File: src/rtl/easy_axi_rd_mst_pkg.sv
// Shared AXI widths, encodings and the read-master FSM state type.
// Every file that needs these values imports this package.
package easy_axi_rd_mst_pkg;

    localparam int unsigned AXI_ID_W    = 4;
    localparam int unsigned AXI_ADDR_W  = 32;
    localparam int unsigned AXI_LEN_W   = 8;
    localparam int unsigned AXI_SIZE_W  = 3;
    localparam int unsigned AXI_BURST_W = 2;
    localparam int unsigned AXI_DATA_W  = 32;
    localparam int unsigned AXI_RESP_W  = 2;

    localparam logic [AXI_BURST_W-1:0] AXI_BURST_INCR = 2'b01;
    localparam logic [AXI_RESP_W-1:0]  AXI_RESP_OKAY  = 2'b00;
    localparam logic [AXI_SIZE_W-1:0]  AXI_SIZE_FULL  = AXI_SIZE_W'($clog2(AXI_DATA_W / 8));

    typedef enum logic [1:0] {
        StIdle,
        StRun,
        StDrain,
        StDone
    } mst_state_e;

    // Adds 0..3 to an 8-bit counter, saturating at 255.
    function automatic logic [7:0] sat_add8(input logic [7:0] a, input logic [1:0] b);
        logic [8:0] sum;
        sum = {1'b0, a} + {7'b0, b};
        return sum[8] ? 8'hff : sum[7:0];
    endfunction

endpackage

File: src/rtl/easy_axi_sync_fifo.sv
// Synchronous FIFO with registered occupancy count; the head entry is shown on o_rdata.
// Depth must be a power of two so the pointers wrap naturally.
module easy_axi_sync_fifo #(
    parameter int unsigned Width = 8,
    parameter int unsigned Depth = 4,
    localparam int unsigned PtrW = $clog2(Depth),
    localparam int unsigned CntW = PtrW + 1
) (
    input  logic            clk,
    input  logic            rst_n,
    input  logic            i_push,
    input  logic            i_pop,
    input  logic [Width-1:0] i_wdata,
    output logic            o_full,
    output logic            o_empty,
    output logic [CntW-1:0] o_count,
    output logic [Width-1:0] o_rdata
);

    logic [Width-1:0] r_mem [Depth];
    logic [PtrW-1:0]  r_wptr;
    logic [PtrW-1:0]  r_rptr;
    logic [CntW-1:0]  r_count;
    logic             w_do_push;
    logic             w_do_pop;

    assign w_do_push = i_push && !o_full;
    assign w_do_pop  = i_pop && !o_empty;

    always_ff @(posedge clk or negedge rst_n) begin
        if (!rst_n) begin
            r_wptr  <= '0;
            r_rptr  <= '0;
            r_count <= '0;
        end else begin
            if (w_do_push) begin
                r_wptr <= r_wptr + PtrW'(1);
            end
            if (w_do_pop) begin
                r_rptr <= r_rptr + PtrW'(1);
            end
            if (w_do_push && !w_do_pop) begin
                r_count <= r_count + CntW'(1);
            end else if (!w_do_push && w_do_pop) begin
                r_count <= r_count - CntW'(1);
            end
        end
    end

    always_ff @(posedge clk) begin
        if (w_do_push) begin
            r_mem[r_wptr] <= i_wdata;
        end
    end

    assign o_full  = (r_count == CntW'(Depth));
    assign o_empty = (r_count == '0);
    assign o_count = r_count;
    assign o_rdata = r_mem[r_rptr];

endmodule

File: src/rtl/easy_axi_rd_mst.sv
// AXI read traffic generator: issues REQ_NUM bursts with bounded outstanding credit
// and checks every returned beat against the expected counting pattern.
module easy_axi_rd_mst
    import easy_axi_rd_mst_pkg::*;
#(
    parameter int unsigned          OST_DEPTH = 4,
    parameter int unsigned          REQ_NUM   = 8,
    parameter logic [AXI_ADDR_W-1:0] BASE_ADDR = '0
) (
    input  logic                   clk,
    input  logic                   rst_n,
    input  logic                   enable,
    output logic                   axi_mst_arvalid,
    input  logic                   axi_mst_arready,
    output logic [AXI_ID_W-1:0]    axi_mst_arid,
    output logic [AXI_ADDR_W-1:0]  axi_mst_araddr,
    output logic [AXI_LEN_W-1:0]   axi_mst_arlen,
    output logic [AXI_SIZE_W-1:0]  axi_mst_arsize,
    output logic [AXI_BURST_W-1:0] axi_mst_arburst,
    input  logic                   axi_mst_rvalid,
    output logic                   axi_mst_rready,
    input  logic [AXI_DATA_W-1:0]  axi_mst_rdata,
    input  logic [AXI_RESP_W-1:0]  axi_mst_rresp,
    input  logic                   axi_mst_rlast,
    output logic                   busy,
    output logic                   done,
    output logic [7:0]             err_cnt
);

    localparam int unsigned CNT_W = $clog2(OST_DEPTH) + 1;

    mst_state_e           r_state;
    mst_state_e           w_state_d;
    logic [7:0]           r_req_idx;
    logic [7:0]           w_req_idx_d;
    logic                 r_arvalid;
    logic                 w_arvalid_d;
    logic [AXI_ID_W-1:0]  r_arid;
    logic [AXI_ID_W-1:0]  w_arid_d;
    logic [AXI_LEN_W-1:0] r_arlen;
    logic [AXI_LEN_W-1:0] w_arlen_d;
    logic [AXI_LEN_W-1:0] r_beat;
    logic [AXI_LEN_W-1:0] w_beat_d;
    logic [7:0]           r_err_cnt;
    logic [7:0]           w_err_d;
    logic                 r_busy;
    logic                 r_done;

    logic                 w_clr_err;
    logic                 w_ar_hs;
    logic                 w_r_hs;
    logic                 w_retire;
    logic                 w_credit;
    logic [1:0]           w_n_err;
    logic                 w_fifo_full;
    logic                 w_fifo_empty;
    logic [CNT_W-1:0]     w_fifo_count;
    logic [CNT_W-1:0]     w_cnt_next;
    logic [AXI_LEN_W-1:0] w_head_len;

    assign w_ar_hs  = r_arvalid && axi_mst_arready;
    assign w_r_hs   = axi_mst_rvalid && !w_fifo_empty;
    assign w_retire = w_r_hs && ((r_beat == w_head_len) || axi_mst_rlast);

    easy_axi_sync_fifo #(
        .Width(AXI_LEN_W),
        .Depth(OST_DEPTH)
    ) u_ost_fifo (
        .clk    (clk),
        .rst_n  (rst_n),
        .i_push (w_ar_hs && !w_fifo_full),
        .i_pop  (w_retire),
        .i_wdata(r_arlen),
        .o_full (w_fifo_full),
        .o_empty(w_fifo_empty),
        .o_count(w_fifo_count),
        .o_rdata(w_head_len)
    );

    // Occupancy after this cycle; a new AR is only raised if it will still fit.
    always_comb begin
        w_cnt_next = w_fifo_count;
        if (w_ar_hs && !w_retire) begin
            w_cnt_next = w_fifo_count + CNT_W'(1);
        end else if (!w_ar_hs && w_retire) begin
            w_cnt_next = w_fifo_count - CNT_W'(1);
        end
    end

    assign w_credit = (w_cnt_next < CNT_W'(OST_DEPTH));

    always_comb begin
        w_state_d   = r_state;
        w_req_idx_d = r_req_idx;
        w_arvalid_d = r_arvalid;
        w_arid_d    = r_arid;
        w_arlen_d   = r_arlen;
        w_clr_err   = 1'b0;
        unique case (r_state)
            StIdle: begin
                if (enable) begin
                    w_state_d   = StRun;
                    w_req_idx_d = '0;
                    w_clr_err   = 1'b1;
                end
            end
            StRun: begin
                if (w_ar_hs) begin
                    w_req_idx_d = r_req_idx + 8'd1;
                    w_arvalid_d = 1'b0;
                    if ((w_req_idx_d == 8'(REQ_NUM)) || !enable) begin
                        w_state_d = StDrain;
                    end else if (w_credit) begin
                        w_arvalid_d = 1'b1;
                        w_arid_d    = w_req_idx_d[AXI_ID_W-1:0];
                        w_arlen_d   = AXI_LEN_W'(w_req_idx_d[1:0]);
                    end
                end else if (!r_arvalid) begin
                    if (!enable) begin
                        w_state_d = StDrain;
                    end else if (w_credit) begin
                        w_arvalid_d = 1'b1;
                        w_arid_d    = r_req_idx[AXI_ID_W-1:0];
                        w_arlen_d   = AXI_LEN_W'(r_req_idx[1:0]);
                    end
                end
            end
            StDrain: begin
                if (w_fifo_empty && !w_r_hs) begin
                    w_state_d = StDone;
                end
            end
            StDone: begin
                if (!enable) begin
                    w_state_d = StIdle;
                end
            end
            default: w_state_d = StIdle;
        endcase
    end

    always_comb begin
        w_n_err  = '0;
        w_beat_d = r_beat;
        if (w_r_hs) begin
            w_n_err = {1'b0, (axi_mst_rdata != AXI_DATA_W'(r_beat))}
                    + {1'b0, (axi_mst_rresp != AXI_RESP_OKAY)}
                    + {1'b0, (axi_mst_rlast != (r_beat == w_head_len))};
            w_beat_d = w_retire ? '0 : r_beat + AXI_LEN_W'(1);
        end
        w_err_d = w_clr_err ? 8'd0 : sat_add8(r_err_cnt, w_n_err);
    end

    always_ff @(posedge clk or negedge rst_n) begin
        if (!rst_n) begin
            r_state   <= StIdle;
            r_req_idx <= '0;
            r_arvalid <= 1'b0;
            r_arid    <= '0;
            r_arlen   <= '0;
            r_beat    <= '0;
            r_err_cnt <= '0;
            r_busy    <= 1'b0;
            r_done    <= 1'b0;
        end else begin
            r_state   <= w_state_d;
            r_req_idx <= w_req_idx_d;
            r_arvalid <= w_arvalid_d;
            r_arid    <= w_arid_d;
            r_arlen   <= w_arlen_d;
            r_beat    <= w_beat_d;
            r_err_cnt <= w_err_d;
            r_busy    <= (w_state_d == StRun) || (w_state_d == StDrain);
            r_done    <= (w_state_d == StDone);
        end
    end

    assign axi_mst_arvalid = r_arvalid;
    assign axi_mst_arid    = r_arid;
    assign axi_mst_araddr  = BASE_ADDR;
    assign axi_mst_arlen   = r_arlen;
    assign axi_mst_arsize  = AXI_SIZE_FULL;
    assign axi_mst_arburst = AXI_BURST_INCR;
    assign axi_mst_rready  = !w_fifo_empty;
    assign busy            = r_busy;
    assign done            = r_done;
    assign err_cnt         = r_err_cnt;

endmodule

File: config.mk
export PLATFORM = sky130hd
export DESIGN_NAME = easy_axi_rd_mst
export DESIGN_NICKNAME = d
export VERILOG_FILES = /design/src/rtl/easy_axi_rd_mst_pkg.sv /design/src/rtl/easy_axi_sync_fifo.sv /design/src/rtl/easy_axi_rd_mst.sv
export SDC_FILE = /design/constraint.sdc
export NUM_CORES = 1
export LEC_CHECK = 0
export CAP_MARGIN = 20
export CORE_MARGIN = 5
export CORE_UTILIZATION = 52
export CTS_BUF_LIST = sky130_fd_sc_hd__clkbuf_4 sky130_fd_sc_hd__clkbuf_8
export DETAILED_ROUTE_END_ITERATION = 8
export PLACE_DENSITY_LB_ADDON = 0.3
export RECOVER_POWER = 50
export SLEW_MARGIN = 20
export SYNTH_ARGS = -nofsm -noshare
export SYNTH_HDL_FRONTEND = slang
export SYNTH_SLANG_ARGS = --single-unit
export TNS_END_PERCENT = 5
File: constraint.sdc
create_clock -name clk -period 6.4 [get_ports clk]
set_clock_uncertainty 0.1 [all_clocks]
set_input_delay 1.6 -clock clk [delete_from_list [all_inputs] [get_ports clk]]
set_output_delay 1.6 -clock clk [all_outputs]
set_load 0.01 [all_outputs]
# After elaboration in Yosys (flattened, before gate mapping)
# Memories as Yosys holds them, arrays and structs flattened.
# Index checks and enable logic that the tools add are counted.
# totals
register_bits,48
ramBits,32
elab_cells,108
n_memories,1
# op_classes
n_addsub,9
order_cmp,1
eq_ne,15
n_mux,40
n_reduce_logical,30
# mem_list
memory,words,width,read_ports,rd_clocked_by_memory_dff,write_ports,line,text
u_ost_fifo.r_mem,4,8,1,0,1,easy_axi_sync_fifo.sv:20,logic [Width-1:0] r_mem [Depth];
# op_table
operator,n
$mux 8,11
$ne 32x8->1,1
$mux 4,6
$add 8x1->8 const B,2
$mux 2,8
$pmux 8 s2,1
$mux 3,4
$logic_and 1x1->1,11
$add 8x2->9,1
$mux 1,9
$eq 2x2->1 const B,4
$eq 8x4->1 const B,1
$eq 8x8->1,1
$logic_not 1->1,8
$pmux 2 s4,1
$reduce_bool 2->1,4
$ne 2x2->1 const B,3
$reduce_and 5->1,1
$add 2x1->2 const B,2
$eq 2x1->1 const B,2
$add 3x1->3 const B,1
$eq 3x3->1 const B,1
$logic_not 3->1,1
$logic_or 1x1->1,3
8 further kinds,8

# Logic depth before layout (Yosys ltp)
# logic_depth
ltp_word,12
ltp_mapped,14
depth_no_buf,14

# Hierarchy
# A second synthesis with hierarchy kept.
# hier_totals
cells_unflattened,348
area_unflattened_um2,3973.8
# by_module_without_submodules
mod,instances,cells_per_inst,area_per_inst_um2,seq_area_each_um2
easy_axi_rd_mst,1,271,2384.8,825.8
easy_axi_sync_fifo,1,77,1589.0,1136.1

# Worst setup path before layout
# OpenSTA, ideal clock, no wires.
# synth_path
path_kind,input-to-reg
from,in axi_mst_rdata[9]
to,reg r_err_cnt[6] (netlist: err_cnt[6])
setup_ns,0.155
t_arrival_ns,4.207
slack_ns,1.938
stages,12
path_buffers,0
cell_sequence,nor4_1 > nand4_1 > nor4_1 > fa_1 > nor2_1 > ha_1 > inv_1 > fa_1 > nor3b_1 > nand3_1 > nor3b_1 > nor3_1
# synth_via
elab_chain_len,7
# synth_rtl
element,line,text
start: declaration,easy_axi_rd_mst.sv:22,"input logic [AXI_DATA_W-1:0] axi_mst_rdata,"
$ne 32x8->1,easy_axi_rd_mst.sv:146,"w_n_err = {1'b0, (axi_mst_rdata != AXI_DATA_W'(r_beat))}"
$add 1x1->2,easy_axi_rd_mst.sv:147,"+ {1'b0, (axi_mst_rresp != AXI_RESP_OKAY)}"
$add 2x1->2,easy_axi_rd_mst.sv:148,"+ {1'b0, (axi_mst_rlast != (r_beat == w_head_len))};"
$mux 2,easy_axi_rd_mst.sv:145,if (w_r_hs) begin
$add 8x2->9,easy_axi_rd_mst_pkg.sv:27,"sum = {1'b0, a} + {7'b0, b};"
$mux 8,easy_axi_rd_mst_pkg.sv:28,return sum[8] ? 8'hff : sum[7:0];
$mux 8,easy_axi_rd_mst.sv:151,"w_err_d = w_clr_err ? 8'd0 : sat_add8(r_err_cnt, w_n_err);"
via w_err_d[6],easy_axi_rd_mst.sv:45,logic [7:0] w_err_d;
end signal: assignment,easy_axi_rd_mst.sv:172,r_err_cnt <= w_err_d;
end: declaration,easy_axi_rd_mst.sv:44,logic [7:0] r_err_cnt;
# The timed path passes the listed nets, and every way through them passes these cells.
# A chain may end at the register's enable or synchronous reset.

# Worst setup path in the final report
# layout_path
from,in axi_mst_rdata[15]
to,reg r_err_cnt[0] (netlist: err_cnt[0])
# The elaborated chain is that of the path after synthesis.

==> key figures <==
Worst setup path
  • Slowest cell on crit path: fa_1
  • CP peak stage delay: 0.48 ns
  • Critical Path Source Type: input port
  • Crit path DAT: 4.97 ns
  • Crit-path max FO: 6
  • R2R setup slack: 2.44 ns
  • Worst Reg2Reg Path Length in Cells: 13
  • CP Class: in2reg
  • Worst flop-to-flop path startpoint: u_ost_fifo.r_rptr[0]
  • Endpoint class of the critical path: flip-flop
  • Worst-path cell chain: clkdlybuf4s50_1 -> nor4_1 -> nand4_1 -> nor4_1 -> fa_1 -> nor2_1 -> ha_1 -> inv_1 -> fa_1 -> nor3b_1 -> nand3_1 -> a21oi_1
  • FF-to-FF End: err_cnt[0]
  • Worst Path Required: around 6.5 ns

Timing
  • Minimum clock period: 4.84 ns
  • Setup_tns: 0 ns
  • Max-slew headroom: -43.9%
  • Worst Tran Pin Value: 2.16 ns
  • Fmax: between 200 and 250 MHz
  • Endpoints failing setup: 0
  • Slew Viols, Final: 41
  • Post-route clock period utilization: 75.7%
  • RSZ-0062 raised after global routing: false
  • Final Hold Viols: 0
  • Final worst slack: 1.56 ns

Global routing
  • Vias in the first global route: 2324
  • Initial antenna violation count: 0
  • Pin count of the biggest net entering global routing: slightly above 40
  • Wire length of the first global-routing pass: 10300 um
  • Global-route usage over all layers: 17.1%
  • GRT Residual Overflow: 0

Cells and area
  • Multi-input gate area: 1610 um2
  • Net count, final: 422
  • Fillcell total: 501
  • Commonest non-fill, non-tap cell in the layout: clkdlybuf4s50_1
  • Commonest cells after routing, fill and taps aside: 52 x clkdlybuf4s50_1, 43 x conb_1, 40 x dfrtp_1
  • Ratio of cells with drive above 1 in the final layout: 7.36%
  • Area Overhead vs Synth: 18.6%
  • Design Area, Final: approximately 3700 um2
  • Antenna diode count: 0
  • Post-route insts no fill: 442
  • Reg area: around 1200 um2

Power
  • Leakage: roughly 0.0016 uW
  • Int Power: 715 uW
  • Comb power frac: between 30% and 40%
  • Peak VDD IR: 0.000215 V
  • Clk network pwr share: 19.6%
  • Switching Share: 35.8%
  • Switching power: 400 uW
  • Sequential power share: 40.5%
  • Cell Pwr Density: 303 nW/um2

Min path
  • Cells on Worst Hold Path: 1
  • Hold Path End: u_ost_fifo.o_count[0]
  • Worst hold-check path type: reg2reg
  • Worst min-delay path startpoint: u_ost_fifo.o_count[0]

Detailed routing
  • Final WL: ~6200 um
  • DR WL/cell: between 10 and 15 um
  • Routed Antenna Nets: 0
  • 1st-pass router iterations: 4
  • Vias: 2217
  • Vias per inst: 5.02
  • DRC Markers: 0
  • Initial DRC Count: 86

Place
  • DPL Wire Length: 4900 um
  • Dpl cell area: around 3600 um2
  • Gp weighted congestion: 0.779
  • Dpl ws: 1.19 ns
  • Number of buffers added on ports: 57
  • Placed Cells: between 400 and 500

Clocking
  • CTS-repair resized insts: 0
  • Clock Root Buffer: clkbuf_8
  • Clk_lat worst skew: 0.30 ns
  • Post-CTS Hold Fix Bufs: 0
  • CTS sink count: 48
  • CTS Buf Count: 5
  • Post-CTS Repair Setup Buffers: 0
  • CTS Buffer Depth: 2
  • H-tree depth: 2
  • CTS tree: done
  • Reg clk slew, reported paths: roughly 0.08 ns

Synth
  • #FFs+latches synth: 48
  • Register area share after synthesis: roughly two fifths
  • Netlist cell types: 47
  • Primary FF master, synth: dfrtp_1
  • Cell taking the most area after synthesis: dfrtp_1
  • Synthesized area per cell: 10.1 um2
  • Synth top area cells: dfrtp_1 32%, buf_4 11%, edfxtp_1 7.7%
  • Synthesized instance count: roughly 310
  • Mapped cell area: 3100 um2
  • Synth top area share: 32.3%
  • Async SR Flop Fraction: 83.3%
  • Synth warn: 0
  • EDFF count, synth: 8

Floorplanning
  • Die X: 87.2 um
  • Core footprint: 5850 um2
  • Row Count: 28
  • Die Area: roughly 7600 um2
  • Starting Density: 53.0%
  • Die Y: 87.2 um
  • I/O pin cnt: 101

Outcome
  • Status: finished, violations left
  • Violated checks: capacitance limit, slew limit

Flow run
  • Maxcap violations: 1
Yosys cell counts, types with 3 or more instances:
| master | count |
|---|---|
| nor3_1 | 4 |
| nor2_1 | 19 |
| xnor2_1 | 17 |
| nor2b_1 | 3 |
| xor2_1 | 10 |
| and2_1 | 4 |
| inv_1 | 15 |
| o21ai_0 | 16 |
| nand3_1 | 10 |
| buf_4 | 45 |
| mux2_4 | 4 |
| and3_1 | 4 |
| a21oi_1 | 11 |
| ha_1 | 14 |
| nor4_1 | 8 |
| edfxtp_1 | 8 |
| nand2_1 | 25 |
| o31ai_1 | 3 |
| nand4_1 | 5 |
| nor3b_1 | 3 |
| nand2b_1 | 3 |
| dfrtp_1 | 40 |
worst max-delay path by stage:
stage	start	to	slack (ns)	cells past startpoint
finish	axi_mst_rdata[15]	err_cnt[0]	1.56	12
global route	axi_mst_rdata[17]	err_cnt[1]	1.14	12
CTS	axi_mst_rdata[9]	err_cnt[2]	1.51	12
detailed placement	axi_mst_rdata[9]	err_cnt[2]	1.19	12
global placement	axi_mst_rdata[15]	err_cnt[6]	1.24	13
floorplan	axi_mst_rdata[9]	err_cnt[6]	1.94	12
sequential cells by signal, indices dropped and copies added, names as in the netlist:
| name | cells |
|---|---|
| done | 1 |
| r_req_idx | 8 |
| u_ost_fifo.r_rptr | 2 |
| u_ost_fifo.r_wptr | 2 |
| u_ost_fifo.r_mem | 8 |
| r_beat | 8 |
| axi_mst_arvalid | 1 |
| err_cnt | 8 |
| u_ost_fifo.o_count | 3 |
| busy | 1 |
| r_state | 2 |
| axi_mst_arid | 4 |
worst max-delay path, delay by kind of cell:
kind                     cells  cell delay, ns
buffers and inverters        2            0.47
AO/OA/AOI/OAI                1            0.21
AND/OR/NAND/NOR              6            1.63
adder cells (fa/ha/maj)      3            1.06
per-layer routing:
| layer | up-vias | global-route usage, % | wire length [um] |
|---|---|---|---|
| li1 | 1091 | - | - |
| met1 | 1037 | 21.2 | 2550 |
| met2 | 79 | 29.1 | 2990 |
| met3 | 10 | 4.35 | 560 |
| met4 | 0 | 5.72 | 117 |
| met5 | - | 0 | 0 |
through the flow:
step | hold slack [ns] | util, % | power (uW)
after floorplan | 0.373 | - | 764
after global routing | 0.439 | 62.9 | 1210
final | 0.412 | 62.9 | 1120
after detailed placement | 0.398 | 61.0 | 910
after CTS | 0.418 | 62.9 | 1130
after global placement | 0.391 | 61.0 | 891
kinds of logic (layout without fill, tap and decap cells):
logic type               after synthesis  after routing  synth area share (%)
AO/OA/AOI/OAI                         44             44                  10.1
XOR/XNOR                              27             27                  7.62
adder cells (fa/ha/maj)               16             16                  6.94
buffers and inverters                 62             80                  12.9
flip-flops                            48             48                  40.0
multiplexers                          10             10                  4.76
other                                  2             43                 0.242
AND/OR/NAND/NOR                       99             99                  17.4
power by group through the flow:
stage	combinational [uW]	clock (uW)	sequential, uW
5_1_grt	509	237	465
6_report	445	218	452
4_1_cts	454	226	453
3_3_place_gp	435	0	456
3_5_place_dp	450	0	460
2_1_floorplan	313	0	451
final cells by class:
cell class / instances / area share, %
Multi-Input combinational cell: 239 / 43.8
Sequential cell: 48 / 33.7
Timing Repair Buffer: 57 / 15.3
Tap cell: 75 / 2.55
Clock buffer: 6 / 2.07
Inverter: 15 / 1.53
Clock inverter: 2 / 0.952
Power figures use the tool's default switching activity.
